===== src/rtl/spi_fifo_core.sv =====
// spi_fifo_core: register-mapped SPI master with TX and RX word FIFOs.
//
// Ports
//   clk          system clock, all logic on the rising edge
//   reset_n      asynchronous active-low reset
//   cs           slot select
//   read/write   single-cycle access strobes
//   addr         register address, addr[1:0] decoded (0 status, 1 ss, 2 data, 3 ctrl)
//   wr_data      write data
//   rd_data      combinational read data, 0 when cs is low
//   spi_sclk     SPI serial clock
//   spi_miso     SPI data from slave
//   spi_mosi     SPI data to slave
//   spi_ss_n     slave selects, driven straight from the ss register
`timescale 1ns/1ps
module spi_fifo_core #(
    parameter int S      = 2,
    parameter int DW     = 8,
    parameter int FIFO_W = 2
) (
    input  logic          clk,
    input  logic          reset_n,
    input  logic          cs,
    input  logic          read,
    input  logic          write,
    input  logic [4:0]    addr,
    input  logic [31:0]   wr_data,
    output logic [31:0]   rd_data,
    output logic          spi_sclk,
    input  logic          spi_miso,
    output logic          spi_mosi,
    output logic [S-1:0]  spi_ss_n
);

    localparam int DEPTH = 2 ** FIFO_W;
    localparam int BCW   = $clog2(DW + 1);

    typedef enum logic [1:0] {IDLE, CPHA_DELAY, P0, P1} state_t;

    state_t            state_q, state_d;
    logic [15:0]       cnt_q, cnt_d;
    logic [BCW-1:0]    bit_q, bit_d;
    logic [DW-1:0]     sh_q, sh_d;
    logic              mosi_q, mosi_d;

    logic [S-1:0]      ss_q;
    logic [17:0]       ctrl_q;
    logic              ovr_q;

    logic [DW-1:0]     tx_mem [DEPTH];
    logic [DW-1:0]     rx_mem [DEPTH];
    logic [FIFO_W-1:0] tx_wp_q, tx_rp_q, rx_wp_q, rx_rp_q;
    logic [FIFO_W:0]   tx_cnt_q, rx_cnt_q;

    logic        busy, last;
    logic        tx_full, tx_empty, rx_full, rx_empty;
    logic        tx_push, tx_pop, rx_push, rx_pop, rx_req;
    logic        acc_wr, acc_rd;
    logic [1:0]  sel;
    logic [15:0] dvsr;
    logic        cpol, cpha;
    logic        unused_bits;

    assign sel    = addr[1:0];
    assign acc_wr = cs && write;
    assign acc_rd = cs && read;
    assign dvsr   = ctrl_q[15:0];
    assign cpol   = ctrl_q[16];
    assign cpha   = ctrl_q[17];

    assign tx_full  = (tx_cnt_q == (FIFO_W+1)'(DEPTH));
    assign tx_empty = (tx_cnt_q == '0);
    assign rx_full  = (rx_cnt_q == (FIFO_W+1)'(DEPTH));
    assign rx_empty = (rx_cnt_q == '0);

    assign last   = (cnt_q == dvsr);
    assign tx_pop = (state_q == IDLE) && !tx_empty;
    // A push into a full FIFO still lands when a pop frees a slot in the same cycle.
    assign tx_push = acc_wr && (sel == 2'd2) && (!tx_full || tx_pop);
    assign rx_pop  = acc_rd && (sel == 2'd2) && !rx_empty;
    assign rx_req  = (state_q == P1) && last && (bit_q == BCW'(DW));
    assign rx_push = rx_req && (!rx_full || rx_pop);

    assign unused_bits = ^{addr[4:2], wr_data};

    // State register and engine datapath
    always_ff @(posedge clk or negedge reset_n) begin
        if (!reset_n) begin
            state_q <= IDLE;
            cnt_q   <= '0;
            bit_q   <= '0;
            sh_q    <= '0;
            mosi_q  <= 1'b0;
        end else begin
            state_q <= state_d;
            cnt_q   <= cnt_d;
            bit_q   <= bit_d;
            sh_q    <= sh_d;
            mosi_q  <= mosi_d;
        end
    end

    // Next-state logic: every non-IDLE state lasts dvsr+1 cycles
    always_comb begin
        state_d = state_q;
        cnt_d   = 16'(cnt_q + 16'd1);
        bit_d   = bit_q;
        sh_d    = sh_q;
        mosi_d  = mosi_q;
        case (state_q)
            IDLE: begin
                cnt_d = '0;
                if (!tx_empty) begin
                    sh_d    = tx_mem[tx_rp_q];
                    mosi_d  = tx_mem[tx_rp_q][DW-1];
                    bit_d   = '0;
                    state_d = cpha ? CPHA_DELAY : P0;
                end
            end
            CPHA_DELAY: begin
                if (last) begin
                    cnt_d   = '0;
                    state_d = P0;
                end
            end
            P0: begin
                if (last) begin
                    // Received bits enter at the LSB; the MSB already sits on mosi_q.
                    sh_d    = {sh_q[DW-2:0], spi_miso};
                    bit_d   = BCW'(bit_q + 1'b1);
                    cnt_d   = '0;
                    state_d = P1;
                end
            end
            P1: begin
                if (last) begin
                    cnt_d = '0;
                    if (bit_q == BCW'(DW)) begin
                        state_d = IDLE;
                    end else begin
                        mosi_d  = sh_q[DW-1];
                        state_d = P0;
                    end
                end
            end
        endcase
    end

    // Output logic
    always_comb begin
        busy     = (state_q != IDLE);
        spi_sclk = cpol ^ (((state_q == P1) && !cpha) || ((state_q == P0) && cpha));
        spi_mosi = mosi_q;
        spi_ss_n = ss_q;
    end

    // Software-visible registers
    always_ff @(posedge clk or negedge reset_n) begin
        if (!reset_n) begin
            ss_q   <= '1;
            ctrl_q <= 18'h0_0200;
            ovr_q  <= 1'b0;
        end else begin
            if (acc_wr && (sel == 2'd1)) ss_q <= wr_data[S-1:0];
            if (acc_wr && (sel == 2'd3) && !busy) ctrl_q <= wr_data[17:0];
            // A dropped word in the same cycle as a clear keeps the flag set.
            if (rx_req && rx_full && !rx_pop) ovr_q <= 1'b1;
            else if (acc_wr && (sel == 2'd0) && wr_data[5]) ovr_q <= 1'b0;
        end
    end

    // FIFO pointers and occupancy
    always_ff @(posedge clk or negedge reset_n) begin
        if (!reset_n) begin
            tx_wp_q  <= '0;
            tx_rp_q  <= '0;
            tx_cnt_q <= '0;
            rx_wp_q  <= '0;
            rx_rp_q  <= '0;
            rx_cnt_q <= '0;
        end else begin
            if (tx_push) tx_wp_q <= FIFO_W'(tx_wp_q + 1'b1);
            if (tx_pop)  tx_rp_q <= FIFO_W'(tx_rp_q + 1'b1);
            if (tx_push && !tx_pop)      tx_cnt_q <= (FIFO_W+1)'(tx_cnt_q + 1'b1);
            else if (tx_pop && !tx_push) tx_cnt_q <= (FIFO_W+1)'(tx_cnt_q - 1'b1);
            if (rx_push) rx_wp_q <= FIFO_W'(rx_wp_q + 1'b1);
            if (rx_pop)  rx_rp_q <= FIFO_W'(rx_rp_q + 1'b1);
            if (rx_push && !rx_pop)      rx_cnt_q <= (FIFO_W+1)'(rx_cnt_q + 1'b1);
            else if (rx_pop && !rx_push) rx_cnt_q <= (FIFO_W+1)'(rx_cnt_q - 1'b1);
        end
    end

    // FIFO storage carries data only, so it needs no reset
    always_ff @(posedge clk) begin
        if (tx_push) tx_mem[tx_wp_q] <= wr_data[DW-1:0];
        if (rx_push) rx_mem[rx_wp_q] <= sh_q;
    end

    // Read mux
    always_comb begin
        rd_data = '0;
        if (cs) begin
            case (sel)
                2'd0: rd_data[5:0] = {ovr_q, busy, tx_full, tx_empty, rx_full, rx_empty};
                2'd1: rd_data[S-1:0] = ss_q;
                2'd2: if (!rx_empty) rd_data[DW-1:0] = rx_mem[rx_rp_q];
                2'd3: rd_data[17:0] = ctrl_q;
            endcase
        end
    end

endmodule


===== config.mk =====
export PLATFORM = sky130hd
export DESIGN_NAME = spi_fifo_core
export DESIGN_NICKNAME = d
export VERILOG_FILES = /design/src/rtl/spi_fifo_core.sv
export SDC_FILE = /design/constraint.sdc
export NUM_CORES = 1
export LEC_CHECK = 0
export ABC_AREA = 1
export CAP_MARGIN = 25
export CORE_ASPECT_RATIO = 1.75
export CORE_MARGIN = 1.5
export CORE_UTILIZATION = 60
export CTS_CLUSTER_SIZE = 12
export DETAILED_ROUTE_END_ITERATION = 6
export PLACE_DENSITY = 0.88
export SLEW_MARGIN = 20
export SYNTH_ARGS = -nofsm -noshare
export SYNTH_HDL_FRONTEND = slang
export SYNTH_SLANG_ARGS = --single-unit

===== constraint.sdc =====
create_clock -name clk -period 7.45 [get_ports clk]
set_clock_uncertainty 0.1 [all_clocks]
set_input_delay 1.8625 -clock clk [delete_from_list [all_inputs] [get_ports clk]]
set_output_delay 1.8625 -clock clk [all_outputs]
set_load 0.01 [all_outputs]

# Yosys cells after proc, flatten, opt, wreduce, memory -nomap -nowiden
# Memories as Yosys holds them, arrays and structs flattened.
# Cells that the tools add are included.
# W data, S select, Z words.
[totals] ff_bits=66 ramBits=64 input_bits=43 wordCells=127 memories=2
[classes] add_sub_neg=10 n_eq_ne=15 n_mux=35 bitwise_logic=1 reduce_logical=50
[memory_table] name="rx_mem" words=4 width=8 rd=1 rd_ports_with_merged_regs=0 write_ports=1 line="51" source="logic [DW-1:0] rx_mem [DEPTH];"
[memory_table] name="tx_mem" words=4 width=8 rd=1 rd_ports_with_merged_regs=0 write_ports=1 line="50" source="logic [DW-1:0] tx_mem [DEPTH];"
[ops] cell="$pmux W16 S2" count=1
[ops] cell="$mux W8" count=3
[ops] cell="$logic_and A1 B1 Y1" count=23
[ops] cell="$mux W18" count=1
[ops] cell="$add A16 B1 Y16 const B" count=1
[ops] cell="$eq A16 B16 Y1" count=1
[ops] cell="$mux W16" count=1
[ops] cell="$pmux W2 S4" count=2
[ops] cell="$pmux W8 S2" count=1
[ops] cell="$mux W2" count=6
[ops] cell="$mux W3" count=4
[ops] cell="$pmux W4 S3" count=1
[ops] cell="$reduce_bool A2 Y1" count=6
[ops] cell="$logic_not A1 Y1" count=10
[ops] cell="$mux W10" count=1
[ops] cell="$ne A2 B2 Y1 const B" count=5
[ops] cell="$mux W1" count=9
[ops] cell="$add A2 B1 Y2 const B" count=4
[ops] cell="$eq A2 B2 Y1 const B" count=4
[ops] cell="$mux W4" count=2
[ops] cell="$pmux W4 S2" count=1
[ops] cell="$reduce_and A4 Y1" count=2
[ops] cell="$add A3 B1 Y3 const B" count=2
[ops] cell="$eq A3 B3 Y1 const B" count=2
[ops] cell="12 further kinds" count=18

# Logic depth before layout (Yosys ltp)
[logic_depth] depth_word=9 depth_mapped=16 depth_no_buf=16

# Worst setup path before layout
# OpenSTA, ideal clock, no wires.
[synth_path] path_kind="input to output" start="input port addr[0]" end="output port rd_data[2]" t_arrival_ps=2510 required_ps=5487 slack_ps=2977 cell_stages=5 path_cell_list="inv_1 nand2_1 nor2_4 nand2_1 a31oi_1"
[synth_between] elab_chain_cells=3
[synth_rtl] element="start, declared" line="26" source="input logic [4:0] addr,"
[synth_rtl] element="$eq A2 B2 Y1 / $logic_not A2 Y1 (equally long branches)" line="203" source="case (sel)"
[synth_rtl] element="$pmux W4 S3 (*)" line="203"
[synth_rtl] element="$mux W18 (*)" line="202" source="if (cs) begin"
[synth_rtl] element="end, declared" line="28" source="output logic [31:0] rd_data,"
# Mark *: on every way between the ends. The rest lies on a longest branch, timed or not.

# Worst setup path after layout
[layout_path] start="input port addr[1]" end="output port rd_data[4]"
# The elaborated chain is that of the path after synthesis.

==> metrics.md <==
| Metric | Value |
|---|---|
| Initial antenna violation count | `0` |
| Routability cong. | `0.882` |
| DP HPWL | `9990 um` |
| WS Path Type | `in2out` |
| Initial DRC Count | `343` |
| Clk sinks | `130` |
| Max-slew violation count | `0` |
| IO Count | `79` |
| CTS root buffer | `clkbuf_16` |
| Die W | `80.7 um` |
| Vias in the first global route | `4956` |
| DRC | `0` |
| Number of cell rows | `49` |
| Post-Synth XOR/XNOR Area | `0.0180` |
| Grt total ovfl | `0` |
| Worst EP required | `5.49 ns` |
| Yosys cell types | `38` |
| Seq pwr share | `0.454` |
| Number of max-cap violations | `0` |
| Die extent in y | `139 um` |
| VDD IR max | `208 uV` |
| Starting Density | `0.615` |
| CTS Hold Bufs | `0` |
| Sw Pwr | `0.505 mW` |
| CTS tree | `built` |
| Area occupied by multi-input gates | `2310 um^2` |
| Setup Buffers After CTS | `0` |
| Post-Syn Instances | `673` |
| Rel. slew slack | `0.433` |
| Tmin final | `5.99 ns` |
| Post-Synth Simple-Gate Area | `0.195` |
| FF/Latch Area | `3580 um^2` |
| Largest net degree at the start of global routing | `67` |
| Power, Total | `1.85 mW` |
| Switching power share of the total | `0.273` |
| CTS clk-pin slew, worst paths | `0.06 ns` |
| Period utilization | `0.804` |
| Post_cts resized | `0` |
| R2R depth | `10` |
| FF+latch count, synth | `130` |
| Unrepaired setup endpoints after global routing | `false` |
| Post-DRT Antenna Nets | `0` |
| Combinational power share | `0.133` |
| Mean post-synth cell area | `9.41 um^2` |
| Clock Power Share | `0.412` |
| CTS Buffer Depth | `2` |
| Critical Path AT | `4.03 ns` |
| Final hold vios | `0` |
| GRT Util Overall | `0.279` |
| CP Capture Type | `output port` |
| Fill cell total of the finished layout | `734` |
| EDFF count, synth | `64` |
| Synth Warn # | `0` |
| Most common library cell in the layout ignoring fill and taps | `nand2_1` |
| Internal | `1.34 mW` |
| PD cells | `251 nW/um^2` |
| Max FO, Critical Path | `11` |
| Most frequent CP cell | `clkdlybuf4s50_1` |
| Cell Area, Synth | `6330 um^2` |
| DR pass1 iterations | `5` |
| Worst-Margin Slew | `0.850 ns` |
| Clock Latency Late Sink | `0.42 ns` |
| Final Setup Violations | `0` |
| Compound-Gate Fraction of Synth Area | `0.106` |
| Asr flop ratio synth | `0.508` |
| Worst Hold Depth | `2` |
| Share of cells above drive strength 1 | `0.113` |
| Via density | `5.75` |
| First-pass GRT wire length | `23200 um` |
| Critical Path Start Type | `input pin` |
| CTS H-tree lvls | `4` |
| Total wire length | `14300 um` |
| Slowest cell on the critical path | `clkdlybuf4s50_1` |
| Worst path cell trace | `clkdlybuf4s50_1 > nand2_1 > inv_1 > a22oi_1 > a21oi_1 > clkdlybuf4s50_1` |
| Lkg Pwr | `3.14 nW` |
| Final net count | `781` |
| Post-Route Setup TNS | `0 ns` |
| Type of the worst min-delay path | `reg2reg` |
| Slowest Stage Delay on Critical Path | `0.60 ns` |
| Status | `completed` |
| Clock buffer count from CTS | `17` |
| PortBufs | `47` |
| Die ar. | `11200 um^2` |
| Via Count | `4963` |
| Main synth FF type | `edfxtp_1` |
| Most frequent cells in the layout | `nand2_1, nor2_1, inv_1, edfxtp_1, dfrtp_1` |
| Highest clock rate | `167 MHz` |
| Core Area | `10300 um^2` |
| Post-synthesis mux area share | `0.00534` |
| Sequential fraction of the synthesis area | `0.565` |
| Diodes inserted | `0` |
| Largest family of logic cells by synthesized area | `simple AND/OR/NAND/NOR gates` |
| Hold_ws | `0.418 ns` |
| Post-synthesis adder-cell area fraction | `0.0320` |
| Area Overhead vs Synth | `16.4%` |
| WL/cell | `16.6 um` |
through the flow:
| stage | setup WS (ns) | cell area, um^2 | cells | util |
|---|---|---|---|---|
| finish | 1.46 | 7370 | 863 | 0.716 |
| detailed placement | 1.54 | 6820 | 831 | 0.662 |
| CTS | 1.52 | 7370 | 863 | 0.716 |
| floorplan | 2.98 | 6380 | 686 | - |
| global placement | 1.56 | 6820 | 831 | 0.662 |
| global route | 1.34 | 7370 | 863 | 0.716 |
power by group through the flow:
stage	Sequential, mW	Combinational, mW	Clock (mW)
after floorplan	0.830	0.166	0
after global placement	0.846	0.229	0
after detailed placement	0.852	0.247	0
after CTS	0.838	0.250	0.765
after global routing	0.847	0.280	0.802
final	0.840	0.246	0.762
Yosys cell counts (all sizes together), types with 3 or more instances:
cell type	count	area, um^2
or2	3	18.8
mux2	3	33.8
nand3	17	95.1
nor3	22	110
o22ai	8	50.1
a31oi	4	25.0
buf	21	159
edfxtp	64	1920
dfstp	3	78.8
o21ai	68	378
ha	13	163
inv	79	297
a21oi	28	140
nand4	5	31.3
nor2	92	375
nand2	142	583
dfrtp	63	1580
clkbuf	10	37.5
o221ai	7	61.3
xor2	11	96.3
cell families after synthesis:
group / after synthesis
AOI/OAI and AO/OA: 117
xor gates and xnor gates: 13
adders and majority gates: 15
buffers and inverters: 111
DFF: 130
muxes: 3
other: 1
and+or+nand+nor: 283
registers in the layout (all words and copies together), names as in the netlist:
register	cells
rx_mem	32
rx_rp_q	2
cnt_q	16
sh_q	8
rx_cnt_q	3
tx_mem	32
tx_cnt_q	3
state_q	2
spi_mosi	1
rx_wp_q	2
tx_rp_q	2
ctrl_q	18
bit_q	4
tx_wp_q	2
ovr_q	1
spi_ss_n	2
area by class of cell:
type | instances | area share
clock buffers | 19 | 0.0587
inverters | 80 | 0.0407
multi-input cells | 445 | 0.313
flip-flops and latches | 130 | 0.485
repair buffers | 49 | 0.0652
well taps | 127 | 0.0216
clock inverters | 13 | 0.0154
per-layer routing:
| metal | vias to the layer above | global-route usage | part of all wire |
|---|---|---|---|
| li1 | 2301 | - | - |
| met1 | 2381 | 0.296 | 0.34 |
| met2 | 231 | 0.497 | 0.55 |
| met3 | 50 | 0.0651 | 0.064 |
| met4 | 0 | 0.145 | 0.043 |
| met5 | - | 0 | 0 |
worst max-delay path: cells and delay by family:
| family | cells | cell delay [ns] |
|---|---|---|
| and+or+nand+nor | 1 | 0.32 |
| AOI/OAI and AO/OA | 2 | 0.37 |
| buffers and inverters | 3 | 1.47 |
worst paths after layout:
kind | startpoint | endpoint | slack [ns]
setup / recovery | addr[1] | rd_data[4] | 1.46
hold / removal | spi_ss_n[0] | spi_ss_n[0] | 0.42
setup reg to reg | rx_cnt_q[0] | rx_cnt_q[1] | 4.69
hold reg to reg | spi_ss_n[0] | spi_ss_n[0] | 0.42
max in group asynchronous | reset_n | ctrl_q[4] | 5.17
min in group asynchronous | reset_n | ctrl_q[12] | 1.53
Power figures use the tool's default switching activity.
